[config.mk]
export PLATFORM = sky130hd
export DESIGN_NAME = nco_bank
export DESIGN_NICKNAME = d
export VERILOG_FILES = /design/src/rtl/nco_pkg.sv /design/src/rtl/nco_chan.sv /design/src/rtl/nco_bank.sv
export SDC_FILE = /design/constraint.sdc
export NUM_CORES = 2
export LEC_CHECK = 0
export CAP_MARGIN = 10
export CORE_MARGIN = 5
export CORE_UTILIZATION = 65
export CTS_CLUSTER_DIAMETER = 150
export DETAILED_ROUTE_END_ITERATION = 8
export GPL_TIMING_DRIVEN = 0
export PLACE_DENSITY = 0.87
export SETUP_SLACK_MARGIN = 0.05
export SLEW_MARGIN = 20
export SYNTH_ARGS = -nofsm -noshare
export SYNTH_HDL_FRONTEND = slang
export SYNTH_SLANG_ARGS = --single-unit
[constraint.sdc]
create_clock -name clk -period 7.5 [get_ports clk]
set_input_delay 1.5 -clock clk [delete_from_list [all_inputs] [get_ports clk]]
set_output_delay 1.5 -clock clk [all_outputs]
set_load 0.02 [all_outputs]
[src/rtl/nco_pkg.sv]
// nco_pkg: shared mode codes, channel state type and default width for the NCO bank
package nco_pkg;
    localparam logic [1:0] MODE_RUN   = 2'd0;
    localparam logic [1:0] MODE_SWEEP = 2'd1;
    localparam logic [1:0] MODE_STOP  = 2'd2;
    localparam int ACC_W_DEF = 64;
    typedef enum logic [1:0] {ST_STOP, ST_RUN, ST_SWEEP} chan_state_t;
    // The reserved mode code falls through to STOP.
    function automatic chan_state_t mode_to_state(input logic [1:0] m);
        return (m == MODE_RUN) ? ST_RUN : (m == MODE_SWEEP) ? ST_SWEEP : ST_STOP;
    endfunction
endpackage

[src/rtl/nco_chan.sv]
// nco_chan: one phase accumulator with run/sweep/stop control and wrap/done pulses
//   clk, rst_n                 clock, async active-low reset
//   i_wr                       load i_mode/i_inc/i_step/i_limit this edge
//   o_acc                      accumulator register
//   o_wrap, o_done             registered overflow / sweep-complete pulses
//   o_carry                    overflow of the addition happening at this edge
//   o_stopped                  channel is in STOP (no addition, never carries)
module nco_chan import nco_pkg::*; #(
    parameter int ACC_W = ACC_W_DEF
) (
    input  logic             clk,
    input  logic             rst_n,
    input  logic             i_wr,
    input  logic [1:0]       i_mode,
    input  logic [ACC_W-1:0] i_inc,
    input  logic [ACC_W-1:0] i_step,
    input  logic [ACC_W-1:0] i_limit,
    output logic [ACC_W-1:0] o_acc,
    output logic             o_wrap,
    output logic             o_done,
    output logic             o_carry,
    output logic             o_stopped
);
    chan_state_t      r_state;
    logic [ACC_W-1:0] r_acc, r_inc, r_step, r_limit;
    logic             r_wrap, r_done;
    logic [ACC_W:0]   w_sum, w_inc_nxt;
    logic             w_run, w_sat;

    // Sums carry one extra bit so overflow and the sweep limit compare see the carry.
    always_comb begin
        w_run     = r_state != ST_STOP;
        w_sum     = {1'b0, r_acc} + {1'b0, r_inc};
        w_inc_nxt = {1'b0, r_inc} + {1'b0, r_step};
        w_sat     = (r_state == ST_SWEEP) && (w_inc_nxt >= {1'b0, r_limit});
        o_acc     = r_acc;
        o_wrap    = r_wrap;
        o_done    = r_done;
        o_carry   = w_run & w_sum[ACC_W];
        o_stopped = !w_run;
    end

    // The addition at a load edge still uses the old increment.
    always_ff @(posedge clk or negedge rst_n) begin
        if (!rst_n) begin
            r_state <= ST_STOP;
            r_acc   <= '0;
            r_inc   <= '0;
            r_step  <= '0;
            r_limit <= '0;
            r_wrap  <= 1'b0;
            r_done  <= 1'b0;
        end else begin
            if (w_run) r_acc <= w_sum[ACC_W-1:0];
            r_wrap <= w_run & w_sum[ACC_W];
            r_done <= w_sat & !i_wr;
            if (i_wr) begin
                r_state <= mode_to_state(i_mode);
                r_inc   <= i_inc;
                r_step  <= i_step;
                r_limit <= i_limit;
            end else if (w_sat) begin
                r_inc   <= r_limit;
                r_state <= ST_RUN;
            end else if (r_state == ST_SWEEP) begin
                r_inc <= w_inc_nxt[ACC_W-1:0];
            end
        end
    end
endmodule

[src/rtl/nco_bank.sv]
// nco_bank: N_CH-channel NCO with valid/ready config port and wrap-synchronised staging
//   clk, rst_n                 clock, async active-low reset
//   cfg_valid/cfg_ready        config handshake; ready is low while a synced word is staged
//   cfg_ch, cfg_mode, cfg_sync target channel, RUN/SWEEP/STOP, apply-at-wrap flag
//   cfg_inc/cfg_step/cfg_limit increment, sweep step, sweep end increment
//   phase_accum                channel i at [i*ACC_W +: ACC_W]
//   sq_out, wrap, sweep_done   per-channel MSB, overflow pulse, sweep-complete pulse
module nco_bank import nco_pkg::*; #(
    parameter  int N_CH  = 2,
    parameter  int ACC_W = ACC_W_DEF,
    localparam int CH_W  = (N_CH > 1) ? $clog2(N_CH) : 1
) (
    input  logic                  clk,
    input  logic                  rst_n,
    input  logic                  cfg_valid,
    output logic                  cfg_ready,
    input  logic [CH_W-1:0]       cfg_ch,
    input  logic [1:0]            cfg_mode,
    input  logic                  cfg_sync,
    input  logic [ACC_W-1:0]      cfg_inc,
    input  logic [ACC_W-1:0]      cfg_step,
    input  logic [ACC_W-1:0]      cfg_limit,
    output logic [N_CH*ACC_W-1:0] phase_accum,
    output logic [N_CH-1:0]       sq_out,
    output logic [N_CH-1:0]       wrap,
    output logic [N_CH-1:0]       sweep_done
);
    logic             r_stg_valid;
    logic [CH_W-1:0]  r_stg_ch;
    logic [1:0]       r_stg_mode;
    logic [ACC_W-1:0] r_stg_inc, r_stg_step, r_stg_limit;
    logic             w_accept, w_ch_ok;
    logic [1:0]       w_mode;
    logic [ACC_W-1:0] w_inc, w_step, w_limit;
    logic [N_CH-1:0]  w_carry, w_stopped, w_apply, w_wr;

    // While staging is full no new word is accepted, so the staged word and an
    // immediate write can never target the channels in the same cycle.
    always_comb begin
        cfg_ready = !r_stg_valid;
        w_accept  = cfg_valid & cfg_ready;
        w_ch_ok   = {1'b0, cfg_ch} < (CH_W + 1)'(N_CH);
        w_mode    = r_stg_valid ? r_stg_mode  : cfg_mode;
        w_inc     = r_stg_valid ? r_stg_inc   : cfg_inc;
        w_step    = r_stg_valid ? r_stg_step  : cfg_step;
        w_limit   = r_stg_valid ? r_stg_limit : cfg_limit;
        w_apply   = '0;
        w_wr      = '0;
        for (int i = 0; i < N_CH; i++) begin
            // A stopped channel never carries, so its staged word applies right away.
            w_apply[i] = r_stg_valid && (r_stg_ch == CH_W'(i)) && (w_carry[i] || w_stopped[i]);
            w_wr[i]    = w_apply[i] || (w_accept && !cfg_sync && (cfg_ch == CH_W'(i)));
        end
    end

    always_ff @(posedge clk or negedge rst_n) begin
        if (!rst_n) begin
            r_stg_valid <= 1'b0;
            r_stg_ch    <= '0;
            r_stg_mode  <= MODE_STOP;
            r_stg_inc   <= '0;
            r_stg_step  <= '0;
            r_stg_limit <= '0;
        end else if (|w_apply) begin
            r_stg_valid <= 1'b0;
        end else if (w_accept && cfg_sync && w_ch_ok) begin
            r_stg_valid <= 1'b1;
            r_stg_ch    <= cfg_ch;
            r_stg_mode  <= cfg_mode;
            r_stg_inc   <= cfg_inc;
            r_stg_step  <= cfg_step;
            r_stg_limit <= cfg_limit;
        end
    end

    for (genvar g = 0; g < N_CH; g++) begin : g_ch
        nco_chan #(.ACC_W(ACC_W)) u_chan (
            .clk       (clk),
            .rst_n     (rst_n),
            .i_wr      (w_wr[g]),
            .i_mode    (w_mode),
            .i_inc     (w_inc),
            .i_step    (w_step),
            .i_limit   (w_limit),
            .o_acc     (phase_accum[g*ACC_W +: ACC_W]),
            .o_wrap    (wrap[g]),
            .o_done    (sweep_done[g]),
            .o_carry   (w_carry[g]),
            .o_stopped (w_stopped[g])
        );
        assign sq_out[g] = phase_accum[g*ACC_W + ACC_W - 1];
    end
endmodule

==> impl_metrics.py <==
metrics = {
    "yosys": {
        "ys_top_cells_by_area": "dfrtp_1 (37%), ha_1 (10%), a21oi_1 (7.0%)",
        "synthesis.nets": 5857,
        "ys_types": 84,
        "ys_seq_elements": 716,
        "synth-edff-count": 0,
        "synth_warnings": 0,
        "synthFlopType": "dfrtp_1",
        "avgSynthCellArea_um2": 9.131,
        "synth_seq_area_share_pct": 37.24,
        "synth_area_leader_cell": "dfrtp_1",
        "netlist_area_mm2": 0.04812,
        "async_reset_ff_share_pct": 100.0,
        "synth_cells": 5270,
        "synth_top_area_share_pct": 37.18,
    },
    "setup_path": {
        "r2r_end": "g_ch[0].u_chan.r_inc[57]",
        "cp_data_arrival_time_ns": 7.85,
        "endpoint": "g_ch[0].u_chan.r_inc[57]",
        "worstSetupEndpointType": "flip-flop",
        "r2r_cells": 27,
        "critPathRequiredTime_ns": 8.08,
        "startpoint_type": "flip-flop",
        "r2r-start": "g_ch[0].u_chan.r_inc[0]",
        "path_class": "reg2reg",
        "path_max_fanout": 10,
        "reg2reg_slack_ns": 0.23,
        "startpoint": "g_ch[0].u_chan.r_inc[0]",
    },
    "die": {
        "floorplan.die.width_um": 282.1,
        "coreArea_mm2": 0.07321,
        "start_util_pct": 65.73,
        "die-area_mm2": 0.07957,
        "io_pins": 334,
        "rows": 99,
        "die_y_um": 282.1,
    },
    "placement": {
        "io_buffer_count": 333,
        "place_inst": 6569,
        "hpwl_um": 141200,
        "gp_congestion": 1.014,
    },
    "detailed_routing": {
        "firstDrtPassIters": 8,
        "wl_per_cell_um": 26.74,
        "routed_via_density": 6.810,
        "drc_errors": 0,
        "via_count": 45766,
        "drt-total-wl_um": 179700,
        "drt_iter0_markers": 5266,
        "ant_nets": 0,
    },
    "timing": {
        "final_max_slew_viol_count": 0,
        "fin_crit_ns": 7.270,
        "fmax_mhz": 137.6,
        "tightest_slew_ns": 1.293,
        "finalHoldViolCount": 0,
        "setup_viol": 0,
        "rsz0062_at_grt": "false",
        "setup-tns-final_ns": 0,
        "slew_headroom_pct": 11.32,
        "fin_worst_skew_ns": 0.02368,
        "period_share_pct": 96.93,
    },
    "finish": {
        "area_delta_synth_final_pct": 15.52,
        "layout.cells.non_filler": 6720,
        "final_core_util_pct": 75.93,
        "multi_input_area_mm2": 0.02825,
        "final_common_cell": "dfrtp_1",
        "drive_above_1_share_pct": 7.711,
        "final_net_count": 6281,
        "ff_latch_area_mm2": 0.01792,
        "final_cell_mix": "dfrtp_1 (715), a21oi_1 (671), nor2_1 (551)",
        "n_fill_cell": 5175,
    },
    "hold_path": {
        "min_from": "g_ch[0].u_chan.o_acc[0]",
        "hold_class": "reg2reg",
    },
    "clocking": {
        "cts.htree.levels": 3,
        "cts-root-buf": "clkbuf_16",
        "cts-buffers-inserted": 80,
        "cts_buffer_depth": 3,
        "path_clk_slew_ns": 0.06,
        "cts_tree": "yes",
        "clock_sinks": 716,
        "clk_latency_ns": 0.66,
    },
    "grt": {
        "grt_pass1_wl_um": 264800,
        "first_global_vias": 44518,
        "grt_max_degree": 102,
        "track_usage_pct": 43.86,
        "antenna_found_initial": 3,
        "grt-ovfl-total": 0,
    },
    "job": {
        "maxCapViolations": 0,
    },
    "status": {
        "outcome": "completed",
    },
}
==> synth_stat cells, drive strengths merged (30+ instances only) <==
| library cell | number |
|---|---|
| dfrtp | 715 |
| a21oi | 674 |
| nor2 | 551 |
| ha | 384 |
| nand2 | 290 |
| mux2i | 283 |
| clkbuf | 233 |
| o21ai | 226 |
| a21o | 223 |
| inv | 213 |
| mux2 | 204 |
| xnor2 | 127 |
| nor3 | 113 |
| nand4 | 97 |
| xor2 | 97 |
| nand3 | 68 |
| buf | 60 |
| a221oi | 55 |
| o211ai | 50 |
| o21bai | 50 |
| a211oi | 49 |
| a31oi | 42 |
| o21a | 37 |
| nand2b | 36 |
| nor2b | 36 |
| a21boi | 35 |
| and3 | 33 |
| o31ai | 32 |
| and2 | 30 |
==> layout make-up <==
| cell class | instances | share of cell area [%] |
|---|---|---|
| clock inverter | 37 | 0.6483 |
| antenna | 3 | 0.01351 |
| sequential | 716 | 32.23 |
| buffer | 293 | 2.147 |
| timing repair buffer | 342 | 6.379 |
| clock buffer | 109 | 4.146 |
| multi-input combinational | 4048 | 50.83 |
| inverter | 213 | 1.445 |
| tap | 959 | 2.159 |
==> kinds of logic (layout without fill, tap and decap cells) <==
family / Yosys count / in the layout / synth area share (%)
xor gates and xnor gates: 224 / 224 / 4.077
AOI/OAI and AO/OA: 1620 / 1620 / 21.20
DFF: 716 / 716 / 37.24
other: 0 / 3 / 0
and+or+nand+nor: 1329 / 1329 / 12.55
adders and majority gates: 388 / 388 / 10.15
muxes: 487 / 487 / 10.66
buffers and inverters: 506 / 994 / 4.121
==> metrics by stage <==
stage / area, um^2 / setup slack (ns) / hold WS [ns]
4_1_cts: 55530 / 0.1858 / 0.4996
2_1_floorplan: 48120 / 2.404 / 0.4723
5_1_grt: 55580 / 0.07738 / 0.5114
3_5_place_dp: 52860 / 0.04952 / 0.4873
6_report: 55590 / 0.2300 / 0.5046
3_3_place_gp: 52650 / -26.94 / 0.4807
==> critical path, stage by stage, from the launching register on <==
cell	delay [ns]
dfrtp_1	0.47
ha_1	0.26
inv_1	0.08
fa_1	0.41
nor2b_1	0.13
o21ai_1	0.08
a21boi_0	0.31
o31a_1	0.28
o41a_1	0.35
o21ai_0	0.18
a21oi_1	0.42
o21ai_0	0.17
nand2_1	0.09
xor2_1	0.23
ha_1	0.29
a21o_1	0.18
a211oi_1	0.25
nand2_1	0.17
a31oi_1	0.37
o211a_1	0.31
o21ai_0	0.13
nor3b_1	0.20
clkbuf_2	0.31
buf_2	0.41
buf_2	0.38
nor3_1	0.12
o21ai_0	0.34
o221a_2	0.26
==> timing repair <==
item,CTS,global route
pin swaps,0,0
setup endpoints to repair,7,91
hold buffers,0,0
cloned,0,0
gates resized for setup,1,10
setup buffers,0,2
==> sequential cells by signal, summed over array words and instances (netlist names) <==
register,count
g_ch.u_chan.o_wrap,2
r_stg_mode,2
g_ch.u_chan.r_step,128
g_ch.u_chan.r_inc,128
g_ch.u_chan.r_limit,128
g_ch.u_chan.o_acc,128
g_ch.u_chan.o_done,2
r_stg_ch,1
g_ch.u_chan.r_state,4
r_stg_valid,1
r_stg_step,64
r_stg_limit,64
r_stg_inc,64
==> how the worst min path moves through the flow <==
stage               depth (start not counted)                       to  slack (ns)
finish                                      2  g_ch[0].u_chan.o_acc[0]        0.50
global route                                1          r_stg_limit[10]        0.51
CTS                                         1            r_stg_inc[37]        0.50
detailed placement                          1            r_stg_inc[37]        0.49
global placement                            1            r_stg_inc[40]        0.48
floorplan                                   2            r_stg_mode[0]        0.47
==> per-layer routing <==
| metal | vias up | routed length, um | track usage [%] |
|---|---|---|---|
| li1 | 20021 | - | - |
| met1 | 21963 | 66600 | 55.43 |
| met2 | 3009 | 75960 | 65.18 |
| met3 | 773 | 21660 | 13.02 |
| met4 | 0 | 15460 | 30.08 |
| met5 | - | 0 | 0 |
Power is not shown: default switching activity piles up to over one toggle a cycle in this logic, so the estimate is an artifact.
